File: src/rtl/vx_alu_rsp_sched_pkg.sv
// Shared types and helpers for the ALU commit-response scheduler.
package vx_alu_rsp_sched_pkg;

   // Packet-lock state: free arbitration, or held by one requester mid-warp.
   typedef enum logic [0:0] {
      ST_UNLOCKED = 1'b0,
      ST_LOCKED   = 1'b1
   } lock_state_e;

   // Requester index width; a single requester still needs one bit.
   function automatic int sel_width(input int n);
      return (n > 1) ? $clog2(n) : 1;
   endfunction

endpackage

File: src/rtl/vx_alu_rsp_sched_if.sv
// Commit-stream bundle: per-requester input side and merged output side.
interface vx_alu_rsp_sched_if #(
   parameter int NUM_REQS = 3,
   parameter int DATAW    = 64,
   parameter int SEL_W    = 2
);
   logic [NUM_REQS-1:0]       valid_in;
   logic [NUM_REQS-1:0]       ready_in;
   logic [NUM_REQS*DATAW-1:0] data_in;
   logic [NUM_REQS-1:0]       eop_in;
   logic                      valid_out;
   logic                      ready_out;
   logic [DATAW-1:0]          data_out;
   logic                      eop_out;
   logic [SEL_W-1:0]          sel_out;

   // Environment side: sub-units drive requests, gather stage drives ready_out.
   modport master (
      output valid_in, data_in, eop_in, ready_out,
      input  ready_in, valid_out, data_out, eop_out, sel_out
   );

   // Scheduler side.
   modport slave (
      input  valid_in, data_in, eop_in, ready_out,
      output ready_in, valid_out, data_out, eop_out, sel_out
   );
endinterface

File: src/rtl/vx_alu_rsp_sched_buf.sv
// Two-entry output FIFO of {data, eop, sel}; the head entry is a register so
// the block's outputs come straight from flops.
module vx_rsp_sched_buf #(
   parameter int DATAW = 64,
   parameter int SEL_W = 2
) (
   input  logic             clk,
   input  logic             reset,
   input  logic             push_i,
   input  logic             pop_i,
   input  logic [DATAW-1:0] data_i,
   input  logic             eop_i,
   input  logic [SEL_W-1:0] sel_i,
   output logic [DATAW-1:0] data_o,
   output logic             eop_o,
   output logic [SEL_W-1:0] sel_o,
   output logic [1:0]       count_o,
   output logic             space_o
);
   localparam int EW = DATAW + 1 + SEL_W;

   logic [EW-1:0] head_q, head_d, tail_q, tail_d;
   logic [1:0]    count_q, count_d;
   logic [EW-1:0] in_e;
   logic          do_push, do_pop;

   assign in_e    = {data_i, eop_i, sel_i};
   // A full buffer refuses pushes even when it is popped in the same cycle.
   assign do_push = push_i && (count_q != 2'd2);
   assign do_pop  = pop_i && (count_q != 2'd0);

   // Next-state: the head refills from the tail, or directly from the input.
   always_comb begin
      head_d  = head_q;
      tail_d  = tail_q;
      count_d = count_q + {1'b0, do_push} - {1'b0, do_pop};
      if (do_pop) begin
         if (count_q == 2'd2)
            head_d = tail_q;
         else if (do_push)
            head_d = in_e;
      end else if (do_push) begin
         if (count_q == 2'd0)
            head_d = in_e;
         else
            tail_d = in_e;
      end
   end

   // Entry and occupancy registers.
   always_ff @(posedge clk) begin
      if (reset) begin
         head_q  <= '0;
         tail_q  <= '0;
         count_q <= 2'd0;
      end else begin
         head_q  <= head_d;
         tail_q  <= tail_d;
         count_q <= count_d;
      end
   end

   assign {data_o, eop_o, sel_o} = head_q;
   assign count_o = count_q;
   assign space_o = (count_q != 2'd2);

endmodule

File: src/rtl/vx_alu_rsp_sched.sv
// ALU commit-response scheduler: round-robin merge of sub-unit commit streams
// with warp packet locking, feeding a registered 2-entry output buffer.
module vx_alu_rsp_sched
   import vx_alu_rsp_sched_pkg::*;
#(
   parameter int NUM_REQS = 3,
   parameter int DATAW    = 64,
   parameter int PERF_W   = 32,
   parameter int SEL_W    = sel_width(NUM_REQS)
) (
   input  logic                   clk,
   input  logic                   reset,
   vx_alu_rsp_sched_if.slave      bus,
   output logic [PERF_W-1:0]      perf_stall
);
   lock_state_e       state_q, state_d;
   logic [SEL_W-1:0]  owner_q, owner_d;
   logic [SEL_W-1:0]  rr_ptr_q, rr_ptr_d;
   logic [PERF_W-1:0] perf_q;

   logic              grant_valid;
   logic [SEL_W-1:0]  grant;
   logic              space, push, pop, push_eop;
   logic [DATAW-1:0]  push_data;
   logic [1:0]        buf_count;

   // (base + off) mod NUM_REQS without assuming a power-of-two size.
   function automatic logic [SEL_W-1:0] rr_idx(input logic [SEL_W-1:0] base, input int off);
      int s;
      s = int'(base) + off;
      if (s >= NUM_REQS) s = s - NUM_REQS;
      return SEL_W'(s);
   endfunction

   // Grant: owner only while locked, else first valid requester from rr_ptr.
   always_comb begin
      grant_valid = 1'b0;
      grant       = '0;
      if (state_q == ST_LOCKED) begin
         grant_valid = bus.valid_in[owner_q];
         grant       = owner_q;
      end else begin
         // Walk offsets downward so the smallest offset is the final winner.
         for (int k = NUM_REQS - 1; k >= 0; k--) begin
            if (bus.valid_in[rr_idx(rr_ptr_q, k)]) begin
               grant_valid = 1'b1;
               grant       = rr_idx(rr_ptr_q, k);
            end
         end
      end
   end

   assign push      = !reset && space && grant_valid;
   assign pop       = bus.valid_out && bus.ready_out;
   assign push_data = bus.data_in[int'(grant)*DATAW +: DATAW];
   assign push_eop  = bus.eop_in[grant];

   // One-hot ready toward the granted requester; held low during reset.
   always_comb begin
      bus.ready_in = '0;
      if (push) bus.ready_in[grant] = 1'b1;
   end

   // Lock FSM next state: a non-eop packet locks, an eop packet releases.
   always_comb begin
      state_d  = state_q;
      owner_d  = owner_q;
      rr_ptr_d = rr_ptr_q;
      if (push) begin
         if (!push_eop) begin
            state_d = ST_LOCKED;
            owner_d = grant;
         end else begin
            state_d  = ST_UNLOCKED;
            rr_ptr_d = rr_idx(grant, 1);
         end
      end
   end

   // Lock/pointer registers and the saturating stall counter.
   always_ff @(posedge clk) begin
      if (reset) begin
         state_q  <= ST_UNLOCKED;
         owner_q  <= '0;
         rr_ptr_q <= '0;
         perf_q   <= '0;
      end else begin
         state_q  <= state_d;
         owner_q  <= owner_d;
         rr_ptr_q <= rr_ptr_d;
         if (bus.valid_out && !bus.ready_out && (perf_q != {PERF_W{1'b1}}))
            perf_q <= perf_q + 1'b1;
      end
   end

   vx_rsp_sched_buf #(
      .DATAW (DATAW),
      .SEL_W (SEL_W)
   ) u_buf (
      .clk     (clk),
      .reset   (reset),
      .push_i  (push),
      .pop_i   (pop),
      .data_i  (push_data),
      .eop_i   (push_eop),
      .sel_i   (grant),
      .data_o  (bus.data_out),
      .eop_o   (bus.eop_out),
      .sel_o   (bus.sel_out),
      .count_o (buf_count),
      .space_o (space)
   );

   assign bus.valid_out = (buf_count != 2'd0);
   assign perf_stall    = perf_q;

endmodule

File: src/flat_wrapper.sv
// flat-port wrapper written by rule: the top's interface ports become plain ports
module vx_alu_rsp_sched_flat import vx_alu_rsp_sched_pkg::*;
#(
   parameter int NUM_REQS = 3,
   parameter int DATAW    = 64,
   parameter int PERF_W   = 32,
   parameter int SEL_W    = sel_width(NUM_REQS)
)
  (clk, reset, perf_stall, bus_valid_in, bus_data_in, bus_eop_in, bus_ready_out, bus_ready_in, bus_valid_out, bus_data_out, bus_eop_out, bus_sel_out);
  vx_alu_rsp_sched_if #(.NUM_REQS(NUM_REQS), .DATAW(DATAW), .SEL_W(SEL_W)) bus_i ();
  input  logic clk;
  input  logic reset;
  output logic [PERF_W-1:0] perf_stall;
  input wire logic [$bits(bus_i.valid_in)-1:0] bus_valid_in;
  input wire logic [$bits(bus_i.data_in)-1:0] bus_data_in;
  input wire logic [$bits(bus_i.eop_in)-1:0] bus_eop_in;
  input wire logic [$bits(bus_i.ready_out)-1:0] bus_ready_out;
  output wire logic [$bits(bus_i.ready_in)-1:0] bus_ready_in;
  output wire logic [$bits(bus_i.valid_out)-1:0] bus_valid_out;
  output wire logic [$bits(bus_i.data_out)-1:0] bus_data_out;
  output wire logic [$bits(bus_i.eop_out)-1:0] bus_eop_out;
  output wire logic [$bits(bus_i.sel_out)-1:0] bus_sel_out;
  assign bus_i.valid_in = bus_valid_in;
  assign bus_i.data_in = bus_data_in;
  assign bus_i.eop_in = bus_eop_in;
  assign bus_i.ready_out = bus_ready_out;
  assign bus_ready_in = bus_i.ready_in;
  assign bus_valid_out = bus_i.valid_out;
  assign bus_data_out = bus_i.data_out;
  assign bus_eop_out = bus_i.eop_out;
  assign bus_sel_out = bus_i.sel_out;
  vx_alu_rsp_sched #(.NUM_REQS(NUM_REQS), .DATAW(DATAW), .PERF_W(PERF_W), .SEL_W(SEL_W)) u_core (.clk(clk), .reset(reset), .bus(bus_i), .perf_stall(perf_stall));
endmodule
File: config.mk
export PLATFORM = sky130hd
export DESIGN_NAME = vx_alu_rsp_sched_flat
export DESIGN_NICKNAME = d
export VERILOG_FILES = /design/src/rtl/vx_alu_rsp_sched_pkg.sv /design/src/rtl/vx_alu_rsp_sched_if.sv /design/src/rtl/vx_alu_rsp_sched_buf.sv /design/src/rtl/vx_alu_rsp_sched.sv /design/src/flat_wrapper.sv
export SDC_FILE = /design/constraint.sdc
export NUM_CORES = 1
export LEC_CHECK = 0
export ABC_AREA = 1
export BUFFER_PORTS_ARGS = -buffer_cell sky130_fd_sc_hd__buf_4
export CAP_MARGIN = 15
export CORE_MARGIN = 2
export CORE_UTILIZATION = 47
export CTS_BUF_LIST = sky130_fd_sc_hd__clkbuf_4 sky130_fd_sc_hd__clkbuf_8 sky130_fd_sc_hd__clkbuf_16
export CTS_CLUSTER_SIZE = 28
export DETAILED_ROUTE_END_ITERATION = 8
export PLACE_DENSITY = 0.79
export SLEW_MARGIN = 40
export SYNTH_ARGS = -nofsm -noshare
export SYNTH_HDL_FRONTEND = slang
export SYNTH_SLANG_ARGS = --single-unit
File: constraint.sdc
create_clock -name clk -period 2.6 [get_ports clk]
set_clock_uncertainty 0.15 [all_clocks]
set_input_delay 0.13 -clock clk [delete_from_list [all_inputs] [get_ports clk]]
set_output_delay 0.13 -clock clk [all_outputs]
set_load 0.02 [all_outputs]
==> key figures <==
Outcome
  • Status: finished with violations
  • Failing checks: hold timing

Route
  • Drt pass-1 iters: 7
  • Per-cell routed wire length: 19.1 um
  • Post-Route WL: 42,900 um
  • Remaining DRCs: 0
  • Via density: 5.73
  • DRT iter0 DRCs: 1,325
  • Final ANT Viol Nets: 0
  • Routed via count: 12.9k

Global route
  • Largest net degree at the start of global routing: 89
  • Gr usage total: 35.3%
  • Global-route wire length before repair: 62,100 um
  • Number of global-route vias before repair: 12.2k
  • Grt ovf: 0
  • Initial antenna violation count: 0

Power and ir drop
  • Leak Pwr: 0.00740 uW
  • Clock share of power: 13.9%
  • Combinational Power Share: 66.5%
  • Maximum vdd drop: 0.000947 V
  • Sw Ratio: 48.8%
  • Pint: 9780 uW
  • Net switching power: 9320 uW
  • PwrDens: 1230 nW/um^2
  • Sequential power share: 19.7%

Clock network
  • CTS Buf Count: 17
  • CTS sink cnt: 173
  • H-Tree Depth: 4
  • CTS root buffer: clkbuf_16
  • Clk slew on worst S/H paths: 0.07 ns
  • Skew-Pair Late Insertion Delay: 0.43 ns
  • CTS max path bufs: 2
  • CTS tree: yes

Placement
  • RD Place Congestion: 0.992
  • Port bufs: 303
  • # placed instances: 2,007
  • Dpl hpwl: 22,000 um

Floorplanning
  • Site Rows: 52
  • Die Span Y: 149 um
  • Starting Density: 48.3%
  • Die X: 149 um
  • Die area: 22,200 sq um
  • CORE AREA: 20,400 sq um
  • # IOs: 304

Critical path
  • WS Path Type: reg -> reg
  • Worst r2r src: u_core.rr_ptr_q[1]$_SDFFE_PP0P_
  • Flop2flop setup slack: 0.04 ns
  • RR Endpoint: u_core.u_buf.head_q[48]$_SDFFE_PP0P_
  • Worst r2r path cells: 14
  • CP Capture Type: flop
  • Worst setup SP type: flop
  • Crit-path max FO: 26
  • CP required: 2.80 ns
  • Crit path DAT: 2.77 ns

Timing
  • Hold Vio Cnt, Final: 1
  • Period utilization: 98.6%
  • Worst-Margin Slew: 0.764 ns
  • F_max: 0.390 GHz
  • Min Hold Slack: -0.0145 ns
  • Final-report max-slew violation count: 0
  • Crit path time final: 2.56 ns
  • Setup-failing EPs final: 0
  • RSZ-0062 raised after global routing: yes
  • Relative slew margins: 49.1%

Logic synthesis
  • Post-synth EDFFs: 0
  • Synth Flop Type: dfxtp_1
  • Mux cell area share after synthesis: 0%
  • Post-Synthesis Cells: 1,508
  • Ys Warns: 0
  • Mapped cell area: 9860 sq um
  • Syn Nets: 1,717
  • Post-Synth XOR/XNOR Area: 1.33%
  • Async SR Flop Fraction: 0%
  • Post-synth cell types: 37
  • Avg Inst Size Synth: 6.54 sq um
  • Main combinational cell family by area after synthesis: simple AND/OR/NAND/NOR gates
  • Compound-gate portion of the synthesized area: 17.1%
  • Synth Area in Simple Gates: 32.2%
  • Register area share after synthesis: 35.1%
  • Adder-cell share of the synthesized area: 1.02%
  • #FFs+latches synth: 173

Layout
  • Area Growth Syn to Fin: 57.8%
  • Seq. cell area: 3470 sq um
  • Multi-input logic area: 5340 sq um
  • Fill cells: 1,435
  • Layout Utilization: 76.2%
  • Layout cell share with drive strength beyond 1: 25.3%
  • Non-Filler Instances: 2,246
  • Nets: 2,173
  • Most frequent cells in the layout: buf_4 (336), nand3_1 (192), dlygate4sd3_1 (181)
  • Most common cell after layout, fill and taps aside: buf_4

Hold path
  • Hold Path Origin: bus_data_in[126]
  • Hold Crit Class: in -> reg
  • Hold-critical path depth: 5
  • Hold path endpoint: u_core.u_buf.tail_q[65]$_SDFFE_PP0P_

Flow run
  • Max-Cap Viols: 0
## logic make-up after synthesis
kind of cell | Yosys count
fa+ha+maj | 8
simple gates | 685
compound gates | 324
flops | 173
xor+xnor | 15
buf+inv | 303
## worst max path at each step
stage / start / to / slack (ns) / depth (start not counted)
2_1_floorplan: u_core.rr_ptr_q[0]$_SDFFE_PP0P_ / u_core.u_buf.head_q[45]$_SDFFE_PP0P_ / 0.02 / 17
3_3_place_gp: u_core.rr_ptr_q[0]$_SDFFE_PP0P_ / u_core.u_buf.tail_q[32]$_SDFFE_PP0P_ / 0.01 / 13
3_5_place_dp: u_core.rr_ptr_q[0]$_SDFFE_PP0P_ / u_core.u_buf.head_q[18]$_SDFFE_PP0P_ / -0.05 / 15
4_1_cts: u_core.rr_ptr_q[1]$_SDFFE_PP0P_ / bus_ready_in[0] / 0.009 / 12
5_1_grt: u_core.rr_ptr_q[0]$_SDFFE_PP0P_ / u_core.u_buf.head_q[42]$_SDFFE_PP0P_ / -0.14 / 14
6_report: u_core.rr_ptr_q[1]$_SDFFE_PP0P_ / u_core.u_buf.head_q[48]$_SDFFE_PP0P_ / 0.04 / 14
## layout make-up
class	count	share of cell area, %
Clock buffer	18	2.82
Antenna cell	1	0.0161
Clock inverter	12	1.05
Multi-Input combinational cell	1032	34.3
Timing Repair Buffer	552	32.7
Tap cell	270	2.17
Inverter	188	4.65
Sequential cell	173	22.3
## flip-flops by register name (all words and copies together), names as in the netlist
name                  count
u_core.u_buf.head_q      67
u_core.u_buf.tail_q      67
u_core.perf_stall        32
u_core.owner_q            2
u_core.rr_ptr_q           2
u_core.u_buf.count_o      2
u_core.state_q            1
## critical path: stages (launching register included)
cell	delay [ns]
dfxtp_2	0.35
inv_2	0.09
ha_4	0.17
inv_4	0.05
nand2_1	0.09
nand3_2	0.09
nand2_4	0.11
nand2_2	0.07
a21boi_4	0.27
buf_6	0.18
bufbuf_16	0.33
nand3_1	0.13
nand3_2	0.11
nand2_1	0.08
a21oi_2	0.18
## metrics by stage
stage	setup slack (ns)	area [sq um]	hold WS [ns]	setup TNS, ns	total power, uW
floorplan	0.0178	9860	0.210	0	10400
global placement	0.0140	12400	0.300	0	13300
detailed placement	-0.0548	12400	0.327	-1.12	13500
CTS	0.00863	15200	0.0114	0	17700
global route	-0.138	15600	0.00124	-1.14	20100
finish	0.0352	15600	-0.0145	0	19100
## cell usage after synthesis, drive strengths merged (8+ instances only)
| master | number | share of area (%) |
|---|---|---|
| nand4 | 77 | 4.9 |
| xor2 | 9 | 0.80 |
| a21oi | 163 | 8.7 |
| nor3 | 15 | 0.88 |
| nand3 | 217 | 11 |
| clkbuf | 50 | 1.9 |
| nor2 | 179 | 7.4 |
| ha | 8 | 1.0 |
| buf | 65 | 4.1 |
| dfxtp | 173 | 35 |
| nand2 | 186 | 7.3 |
| inv | 188 | 7.2 |
| o21ai | 153 | 7.8 |
## power by group through the flow
stage                     combinational, uW  clock [uW]  sequential, uW
after global placement                 9540           0            3750
final                                 12700        2650            3760
after detailed placement               9720           0            3750
after global routing                  13500        2760            3810
after floorplan                        6180           0            4230
after CTS                             11300        2670            3720
## per-layer routing
metal / global-route usage (%) / share of wire [%] / vias to the layer above
met5: 0 / 0 / -
met4: 23.0 / 6.6 / 0
met3: 8.26 / 9.8 / 228
met2: 58.9 / 47 / 835
met1: 40.5 / 37 / 5892
li1: - / - / 5925
## repair_timing
action                                  CTS  global route
gates resized for setup                  15            65
endpoints found under the setup margin   71           139
pin swaps                                 3            16
buffers inserted                         13             4
hold buffers                            180             1
gates cloned                              8             4
endpoints found under the hold margin    98             1
No activity file was read; power rests on OpenSTA's default activity.
